--- src/rtl/alu_pkg.sv ---
// Shared definitions for the shared-ALU arbiter slice.
//   ALU_W         : datapath width of the ALU operands and result
//   ALU_AND..SLL  : 3-bit ALU_OP codes understood by alu_core
//   state_t       : arbiter FSM encoding (IDLE -> EXEC -> RESP)
package alu_pkg;

  localparam int ALU_W = 32;

  localparam logic [2:0] ALU_AND = 3'b000;
  localparam logic [2:0] ALU_OR  = 3'b001;
  localparam logic [2:0] ALU_XOR = 3'b010;
  localparam logic [2:0] ALU_NOR = 3'b011;
  localparam logic [2:0] ALU_ADD = 3'b100;
  localparam logic [2:0] ALU_SUB = 3'b101;
  localparam logic [2:0] ALU_SLT = 3'b110;
  localparam logic [2:0] ALU_SLL = 3'b111;

  typedef enum logic [1:0] {
    S_IDLE = 2'd0,
    S_EXEC = 2'd1,
    S_RESP = 2'd2
  } state_t;

endpackage

--- src/rtl/alu_core.sv ---
// Purely combinational 32-bit ALU with eight operations.
// Ports:
//   op [2:0]  : ALU_OP code (see alu_pkg)
//   a, b [31:0]: operands
//   f [31:0]  : result
//   of        : signed overflow, meaningful for ADD/SUB only (0 otherwise)
//   zf        : result-is-zero flag, valid for every op
module alu_core
  import alu_pkg::*;
(
  input  logic [2:0]       op,
  input  logic [ALU_W-1:0] a,
  input  logic [ALU_W-1:0] b,
  output logic [ALU_W-1:0] f,
  output logic             of,
  output logic             zf
);

  logic [ALU_W-1:0] w_sum;
  logic [ALU_W-1:0] w_diff;
  logic             w_lt;

  assign w_sum  = a + b;
  assign w_diff = a - b;
  assign w_lt   = $signed(a) < $signed(b);

  always_comb begin
    f  = '0;
    of = 1'b0;
    case (op)
      ALU_AND: f = a & b;
      ALU_OR:  f = a | b;
      ALU_XOR: f = a ^ b;
      ALU_NOR: f = ~(a | b);
      // Overflow when both operands share a sign and the sum flips it.
      ALU_ADD: begin
        f  = w_sum;
        of = (a[ALU_W-1] == b[ALU_W-1]) && (w_sum[ALU_W-1] != a[ALU_W-1]);
      end
      // Overflow when operand signs differ and the result sign differs from A.
      ALU_SUB: begin
        f  = w_diff;
        of = (a[ALU_W-1] != b[ALU_W-1]) && (w_diff[ALU_W-1] != a[ALU_W-1]);
      end
      ALU_SLT: f = {{(ALU_W-1){1'b0}}, w_lt};
      // Shift amount comes from A, shifted value from B.
      ALU_SLL: f = b << a[4:0];
      default: f = '0;
    endcase
  end

  assign zf = (f == '0);

endmodule

--- src/rtl/alu_share_arbiter.sv ---
// Shares one alu_core between NREQ requesters using round-robin arbitration.
// A request is accepted in IDLE, its operands are latched, the ALU result is
// registered during EXEC, and the result is offered in RESP until consumed.
// Ports:
//   clk, rst_n           : clock (rising edge), async active-low reset
//   req_valid/req_ready  : per-requester request handshake (ready one-hot or 0)
//   req_op/req_a/req_b   : packed per-requester ALU_OP and operands
//   rsp_valid/rsp_ready  : response handshake
//   rsp_id               : index of the requester owning the result
//   rsp_f/rsp_of/rsp_zf  : registered ALU result and flags
//   busy                 : high while in EXEC or RESP
module alu_share_arbiter
  import alu_pkg::*;
#(
  parameter int NREQ = 2,
  parameter int IDW  = 2
) (
  input  logic                  clk,
  input  logic                  rst_n,
  input  logic [NREQ-1:0]       req_valid,
  output logic [NREQ-1:0]       req_ready,
  input  logic [3*NREQ-1:0]     req_op,
  input  logic [ALU_W*NREQ-1:0] req_a,
  input  logic [ALU_W*NREQ-1:0] req_b,
  output logic                  rsp_valid,
  input  logic                  rsp_ready,
  output logic [IDW-1:0]        rsp_id,
  output logic [ALU_W-1:0]      rsp_f,
  output logic                  rsp_of,
  output logic                  rsp_zf,
  output logic                  busy
);

  state_t           r_state;
  state_t           w_next;

  logic [IDW-1:0]   r_rr_ptr;
  logic [IDW-1:0]   r_grant;
  logic [IDW-1:0]   w_grant;
  logic             w_any;

  logic [2:0]       w_sel_op;
  logic [ALU_W-1:0] w_sel_a;
  logic [ALU_W-1:0] w_sel_b;

  logic [2:0]       r_op;
  logic [ALU_W-1:0] r_a;
  logic [ALU_W-1:0] r_b;

  logic [ALU_W-1:0] w_alu_f;
  logic             w_alu_of;
  logic             w_alu_zf;

  logic [ALU_W-1:0] r_rsp_f;
  logic             r_rsp_of;
  logic             r_rsp_zf;
  logic [IDW-1:0]   r_rsp_id;

  logic             w_req_hs;
  logic             w_rsp_hs;

  // Round-robin picker: walk offsets from rr_ptr upward with wrap and take the
  // first valid requester. The rotated index is formed by a conditional
  // subtract, which is enough because both rr_ptr and the offset are < NREQ.
  always_comb begin
    int w_pos;
    w_any   = 1'b0;
    w_grant = '0;
    w_pos   = 0;
    for (int k = 0; k < NREQ; k++) begin
      w_pos = int'(r_rr_ptr) + k;
      if (w_pos >= NREQ) w_pos = w_pos - NREQ;
      for (int i = 0; i < NREQ; i++) begin
        if (!w_any && (i == w_pos) && req_valid[i]) begin
          w_any   = 1'b1;
          w_grant = IDW'(i);
        end
      end
    end
  end

  // Operand mux for the currently granted requester.
  always_comb begin
    w_sel_op = '0;
    w_sel_a  = '0;
    w_sel_b  = '0;
    for (int i = 0; i < NREQ; i++) begin
      if (int'(w_grant) == i) begin
        w_sel_op = req_op[3*i +: 3];
        w_sel_a  = req_a[ALU_W*i +: ALU_W];
        w_sel_b  = req_b[ALU_W*i +: ALU_W];
      end
    end
  end

  assign w_req_hs = (r_state == S_IDLE) && w_any;
  assign w_rsp_hs = (r_state == S_RESP) && rsp_ready;

  always_ff @(posedge clk or negedge rst_n) begin
    if (!rst_n) r_state <= S_IDLE;
    else        r_state <= w_next;
  end

  always_comb begin
    w_next    = r_state;
    req_ready = '0;
    rsp_valid = 1'b0;
    busy      = 1'b0;
    case (r_state)
      S_IDLE: begin
        if (w_any) begin
          w_next = S_EXEC;
          for (int i = 0; i < NREQ; i++) begin
            req_ready[i] = (int'(w_grant) == i);
          end
        end
      end
      S_EXEC: begin
        busy   = 1'b1;
        w_next = S_RESP;
      end
      S_RESP: begin
        busy      = 1'b1;
        rsp_valid = 1'b1;
        if (rsp_ready) w_next = S_IDLE;
      end
      default: w_next = S_IDLE;
    endcase
  end

  // Operands are sampled only on the request handshake edge, results only at
  // the end of EXEC, so the rsp_* registers stay frozen throughout RESP.
  always_ff @(posedge clk or negedge rst_n) begin
    if (!rst_n) begin
      r_op     <= '0;
      r_a      <= '0;
      r_b      <= '0;
      r_grant  <= '0;
      r_rr_ptr <= '0;
      r_rsp_f  <= '0;
      r_rsp_of <= 1'b0;
      r_rsp_zf <= 1'b0;
      r_rsp_id <= '0;
    end else begin
      if (w_req_hs) begin
        r_op    <= w_sel_op;
        r_a     <= w_sel_a;
        r_b     <= w_sel_b;
        r_grant <= w_grant;
      end
      if (r_state == S_EXEC) begin
        r_rsp_f  <= w_alu_f;
        r_rsp_of <= w_alu_of;
        r_rsp_zf <= w_alu_zf;
        r_rsp_id <= r_grant;
      end
      // Advance past the served requester so it cannot starve the others.
      if (w_rsp_hs) begin
        if (int'(r_grant) == NREQ - 1) r_rr_ptr <= '0;
        else                           r_rr_ptr <= r_grant + IDW'(1);
      end
    end
  end

  alu_core u_alu (
    .op (r_op),
    .a  (r_a),
    .b  (r_b),
    .f  (w_alu_f),
    .of (w_alu_of),
    .zf (w_alu_zf)
  );

  assign rsp_id = r_rsp_id;
  assign rsp_f  = r_rsp_f;
  assign rsp_of = r_rsp_of;
  assign rsp_zf = r_rsp_zf;

endmodule

--- config.mk ---
export PLATFORM = sky130hd
export DESIGN_NAME = alu_share_arbiter
export DESIGN_NICKNAME = d
export VERILOG_FILES = /design/src/rtl/alu_pkg.sv /design/src/rtl/alu_core.sv /design/src/rtl/alu_share_arbiter.sv
export SDC_FILE = /design/constraint.sdc
export NUM_CORES = 1
export LEC_CHECK = 0
export CORE_UTILIZATION = 40
export DETAILED_ROUTE_END_ITERATION = 10
export PLACE_DENSITY = 0.64
export SLEW_MARGIN = 20
export SYNTH_ARGS = -nofsm -noshare
export SYNTH_HDL_FRONTEND = slang
export SYNTH_SLANG_ARGS = --single-unit
export TNS_END_PERCENT = 1
--- constraint.sdc ---
create_clock -name clk -period 10.1 [get_ports clk]
set_input_delay 1.515 -clock clk [delete_from_list [all_inputs] [get_ports clk]]
set_output_delay 1.515 -clock clk [all_outputs]
set_load 0.02 [all_outputs]
==> impl_metrics.csv, run 1 <==
group,metric,value,unit
timing,fin_crit,5050,ps
synthesis,synth_edf_count,0,
synthesis,synth.distinct_cells,77,
clocking,cts_buffers,9,
clocking,clock_sinks,106,
synthesis,netlist_area,12000,um^2
worst_setup_path,critPathCaptureType,"register",
floorplanning,fp.dieW,175,um
clocking,h-tree-depth,3,
drt,vias_per_cell,6.50,
worst_setup_path,critPathMaxStageDelay,780,ps
job,maxCapViolCount,0,
floorplanning,coreArea,29100,um^2
synthesis,yosysWarnings,0,
floorplanning,die-area,30600,um^2
placement,routabilityCongestion,0.972,
worst_setup_path,arrival,5320,ps
final_layout,diodes,0,
global_routing,antenna_found_initial,1,
final_layout,drive_above_1_share,6.46,%
timing,fin_ws,5050,ps
worst_setup_path,cp_max_fo,60,
clocking,postCtsSetupRepairBufs,0,
floorplanning,core.rowCount,62,
run_status,status,"finished clean",
timing,finalMaxSlewViolations,0,
drt,via_count,12700,
worst_setup_path,cp.required,10370,ps
drt,detail-route-antenna-nets,0,
final_layout,layout_commonest_cell,"clkdlybuf4s50_1",
synthesis,synth_seq_cells,106,
synthesis,synth_top_flop_cell,"dfrtp_1",
global_routing,grt_max_degree,69,
worst_hold_path,hp-class,"register to register",
worst_setup_path,start_kind,"register",
floorplanning,ios,179,
timing,hold_viol,0,
final_layout,mostFrequentLayoutCells,"176 x clkdlybuf4s50_1, 171 x inv_1, 107 x a21oi_1",
drt,first_pass_iters,9,
worst_setup_path,worstSetupPathType,"register to register",
worst_setup_path,path_delay_family,"compound AO/OA/AOI/OAI gates",
synthesis,synth.avg_cell_area,8.10,um^2
timing,period_share,50.0,%
clocking,clk_pin_slew,90,ps
synthesis,synthCells,1478,
synthesis,async_reset_ff_share,100,%
timing,max_clock_freq,198,MHz
drt,routed_wl,48800,um
floorplanning,die_h,175,um
synthesis,ys_seq_area_share,22.2,%
clocking,clock_latency,370,ps
clocking,holdBufCountCts,0,
placement,pre_cts_ws,5220,ps
clocking,cts_root_buffer,"clkbuf_16",
global_routing,grt_use_total,31.5,%
placement,port_buffers,177,
timing,rsz0062_at_grt,"false",
drt,drc,0,
timing,holdWs,487,ps
clocking,clock_path_buffers,2,
clocking,cts_resized,0,
drt,wl_per_cell,24.9,um
timing,max_slew_margin,26.9,%
timing,setup_tns,0,ps
synthesis,synth_nets,1726,
placement,placed_area,13900,um^2
final_layout,final_nets,1821,
final_layout,design_area,14200,um^2
timing,report.final.setup_viol,0,
clocking,cts_tree,"built",
global_routing,grt_pass1_wl,73400,um
timing,fin_skew,12.8,ps
timing,worst_pin_slew,1090,ps
worst_setup_path,cp_slowest_cell,"o41ai_2",
worst_setup_path,worst-path-buf-inv,1,
final_layout,synthToLayoutAreaGrowth,18.9,%
drt,dr.first_iter.drc_count,1816,
floorplanning,start_util,41.1,%
global_routing,grt_pass1_vias,11800,
placement,hpwl,37400,um
worst_setup_path,worstPathCellList,"buf_4, ha_1, fa_1, a211oi_2, o41ai_2, o2111ai_1, a31oi_1, a41oi_1, xnor2_1, a211oi_1, nor2_1, or4_1, or4_1, o41ai_2",
global_routing,grt_overflow_total,0,
[final timing paths]
check | start | cells after the start | to | slack (ps)
max in group asynchronous | rst_n | 2 | rsp_f[0] | 7790
worst max-delay path | r_a[0] | 14 | rsp_zf | 5050
worst max register to register | r_a[0] | 14 | rsp_zf | 5050
worst min register to register | rsp_f[24] | 1 | rsp_f[24] | 490
min in group asynchronous | rst_n | 1 | r_a[1] | 1150
worst min-delay path | rsp_f[24] | 1 | rsp_f[24] | 490
[cell usage after synthesis (all sizes together), types with 6 or more instances]
master	number	share of area, %
a31oi	13	0.68
dfrtp	106	22
nand3	27	1.1
a21o	12	0.75
o221ai	6	0.44
nor2	101	3.2
mux2	23	2.2
a211oi	22	1.4
or2	7	0.37
a221o	7	0.59
nand2	98	3.1
ha	107	11
nor2b	16	0.84
a311oi	7	0.51
o211ai	22	1.4
nor4	22	1.1
nor3	28	1.2
a211o	6	0.44
o22a	6	0.44
o31ai	23	1.4
clkbuf	67	2.1
o21ai	92	3.8
o21a	6	0.38
nand4	15	0.78
o22ai	8	0.42
a21oi	109	4.6
xnor2	28	2.0
a221oi	31	2.3
o31a	6	0.44
a222oi	69	5.8
inv	172	5.4
buf	45	1.8
mux4	21	4.0
mux2i	63	5.3
[through the flow]
stage	util (%)	std cells
2_1_floorplan	-	1478
3_3_place_gp	47.9	1946
3_5_place_dp	47.9	1946
4_1_cts	48.9	1962
5_1_grt	48.9	1962
6_report	48.9	1962
[worst reg2reg max path: cells and delay by family, from the launching register on]
family / cells / cell delay (ps)
fa+ha+maj: 2 / 610
buf+inv: 1 / 600
xor+xnor: 1 / 180
simple gates: 3 / 1140
flops: 1 / 360
compound gates: 7 / 2040
[logic make-up (layout without fill, tap and decap cells)]
family | Yosys count | after routing | synth area share, %
simple gates | 344 | 344 | 13.5
buf+inv | 286 | 386 | 9.34
other cells | 1 | 1 | 0.0313
fa+ha+maj | 109 | 109 | 11.5
mux | 107 | 107 | 11.4
flops | 106 | 106 | 22.2
xor+xnor | 29 | 29 | 2.12
compound gates | 496 | 496 | 30.0
[state kept, by name, indices dropped and copies added (netlist names), 2 cells and up]
| name | flops |
|---|---|
| r_b | 32 |
| r_op | 3 |
| r_state | 2 |
| rsp_f | 32 |
| r_a | 32 |
[final cells by class]
type / instances / area (um^2)
Sequential cell: 106 / 2660
Multi-Input combinational cell: 1086 / 8240
Fill cell: 2917 / 14900
Clock buffer: 10 / 229
Inverter: 174 / 653
Clock inverter: 6 / 61.3
Tap cell: 384 / 480
Timing Repair Buffer: 196 / 1910
[routing by layer]
layer  global-route usage (%)  part of all wire [%]
met1                     47.9                    46
met2                     45.8                    42
met3                     4.37                   9.8
met4                     8.55                   2.3
met5                        0                 0.027
Power of run 1 is not shown: default switching activity piles up to over one toggle a cycle in this logic, so the estimate is an artifact.
==> run 2: changes to the inputs <==
==> constraint.sdc (replaced) <==
create_clock -name clk -period 4.8 [get_ports clk]
set_input_delay 0.72 -clock clk [delete_from_list [all_inputs] [get_ports clk]]
set_output_delay 0.72 -clock clk [all_outputs]
set_load 0.02 [all_outputs]
==> impl_metrics.csv, run 2 (same netlist as run 1, synthesis figures left out) <==
group,metric,value,unit
drt,via_count,13200,
global_routing,grt_overflow_total,0,
worst_setup_path,critPathCaptureType,"register",
final_layout,diodes,0,
drt,first_pass_iters,8,
drt,drc,0,
clocking,cts_buffers,9,
global_routing,grt_pass1_vias,12500,
floorplanning,die-area,30600,um^2
placement,port_buffers,177,
worst_setup_path,worstPathCellList,"inv_1, ha_1, inv_1, a2111o_1, o211a_1, o31ai_1, xnor2_1, nor2_1, o32ai_1, nand4_1, nor4_1, nand4_1, o41ai_2",
worst_hold_path,hp-class,"primary input to asynchronous set/reset pin",
timing,fin_ws,235,ps
final_layout,synthToLayoutAreaGrowth,23.5,%
worst_setup_path,start_kind,"register",
drt,vias_per_cell,6.48,
worst_setup_path,critPathMaxStageDelay,640,ps
global_routing,antenna_found_initial,0,
clocking,cts_tree,"built",
run_status,status,"finished clean",
timing,fin_skew,12.6,ps
timing,max_slew_margin,39.7,%
clocking,clk_pin_slew,80,ps
worst_setup_path,r2r-end,"rsp_zf",
worst_setup_path,r2r_cells,13,
clocking,cts_root_buffer,"clkbuf_16",
placement,hpwl,41300,um
worst_setup_path,cp_max_fo,9,
placement,routabilityCongestion,1.03,
timing,holdWs,404,ps
clocking,clock_sinks,106,
clocking,h-tree-depth,3,
drt,wl_per_cell,25.5,um
final_layout,final_nets,1893,
timing,period_share,95.1,%
drt,routed_wl,51900,um
clocking,holdBufCountCts,0,
timing,fin_crit,4570,ps
global_routing,use_met2,48.3,%
floorplanning,coreArea,29100,um^2
global_routing,grt_max_degree,69,
clocking,clock_path_buffers,2,
global_routing,grt_pass1_wl,78500,um
timing,finalMaxSlewViolations,0,
final_layout,layout_commonest_cell,"clkdlybuf4s50_1",
worst_setup_path,startpoint,"r_b[4]",
worst_setup_path,cp.required,5070,ps
final_layout,drive_above_1_share,10.7,%
job,maxCapViolCount,0,
placement,placed_area,14500,um^2
final_layout,design_area,14800,um^2
timing,report.final.setup_viol,0,
drt,dr.first_iter.drc_count,1635,
worst_setup_path,r2r-start,"r_b[4]",
global_routing,grt_use_total,33.9,%
global_routing,met3_usage,6.07,%
final_layout,mostFrequentLayoutCells,"176 x clkdlybuf4s50_1, 171 x inv_1, 106 x a21oi_1, 106 x ha_1, 104 x dfrtp_1",
floorplanning,die_h,175,um
clocking,clock_latency,370,ps
clocking,cts_resized,0,
drt,detail-route-antenna-nets,0,
timing,rsz0062_at_grt,"false",
floorplanning,core.rowCount,62,
floorplanning,ios,179,
timing,worst_pin_slew,897,ps
worst_setup_path,cp_slowest_cell,"o31ai_1",
global_routing,use_met1,51.1,%
timing,hold_viol,0,
timing,setup_tns,0,ps
timing,max_clock_freq,219,MHz
placement,pre_cts_ws,302,ps
worst_setup_path,worstSetupPathType,"register to register",
worst_setup_path,crit_end,"rsp_zf",
worst_setup_path,ff2ff_setup_slack,230,ps
floorplanning,start_util,41.1,%
worst_setup_path,arrival,4840,ps
global_routing,busiest_layer,"met1",
floorplanning,fp.dieW,175,um
clocking,postCtsSetupRepairBufs,0,
==> run 2: cell count changes in the layout (fill, tap and decap cells not counted) <==
| cell | before | now |
|---|---|---|
| a21oi_2 | 0 | 1 |
| a21oi_1 | 107 | 106 |
| buf_4 | 20 | 92 |
| nor4_1 | 22 | 21 |
| nor4_2 | 0 | 1 |
==> run 2: worst max-delay path, delay by kind of cell (launching register included) <==
kind | cells | cell delay [ps]
adders and majority gates | 1 | 520
and+or+nand+nor | 4 | 860
DFF | 1 | 510
xor gates and xnor gates | 1 | 190
buffers and inverters | 2 | 320
AOI/OAI and AO/OA | 5 | 2050
==> run 2: per-layer routing <==
metal,vias up,routed length (um)
met5,-,0
met4,0,1380
met3,86,5340
met2,798,21400
met1,6413,23800
li1,5879,-
==> run 2: worst min-delay path by stage <==
| stage | slack (ps) | end | from |
|---|---|---|---|
| 2_1_floorplan | 420 | r_a[0] | rst_n |
| 3_3_place_gp | 470 | rsp_f[24] | rsp_f[24] |
| 3_5_place_dp | 470 | rsp_zf | rsp_zf |
| 4_1_cts | 440 | r_b[10] | rst_n |
| 5_1_grt | 480 | r_b[10] | rst_n |
| 6_report | 400 | r_b[10] | rst_n |
==> run 2: area by class of cell <==
cell class                      count  area, um^2
Multi-Input combinational cell   1086        8250
Sequential cell                   106        2660
Timing Repair Buffer              268        2450
Clock inverter                      6        61.3
Fill cell                        2823       14300
Tap cell                          384         480
Inverter                          174         653
Clock buffer                       10         229
==> run 2: stage by stage <==
| stage | utilization (%) | cells |
|---|---|---|
| after global routing | 50.8 | 2034 |
| after detailed placement | 49.8 | 2018 |
| after global placement | 49.8 | 2018 |
| final | 50.8 | 2034 |
| after floorplan | - | 1478 |
| after CTS | 50.8 | 2034 |
Power of run 2 is left out for the same reason.
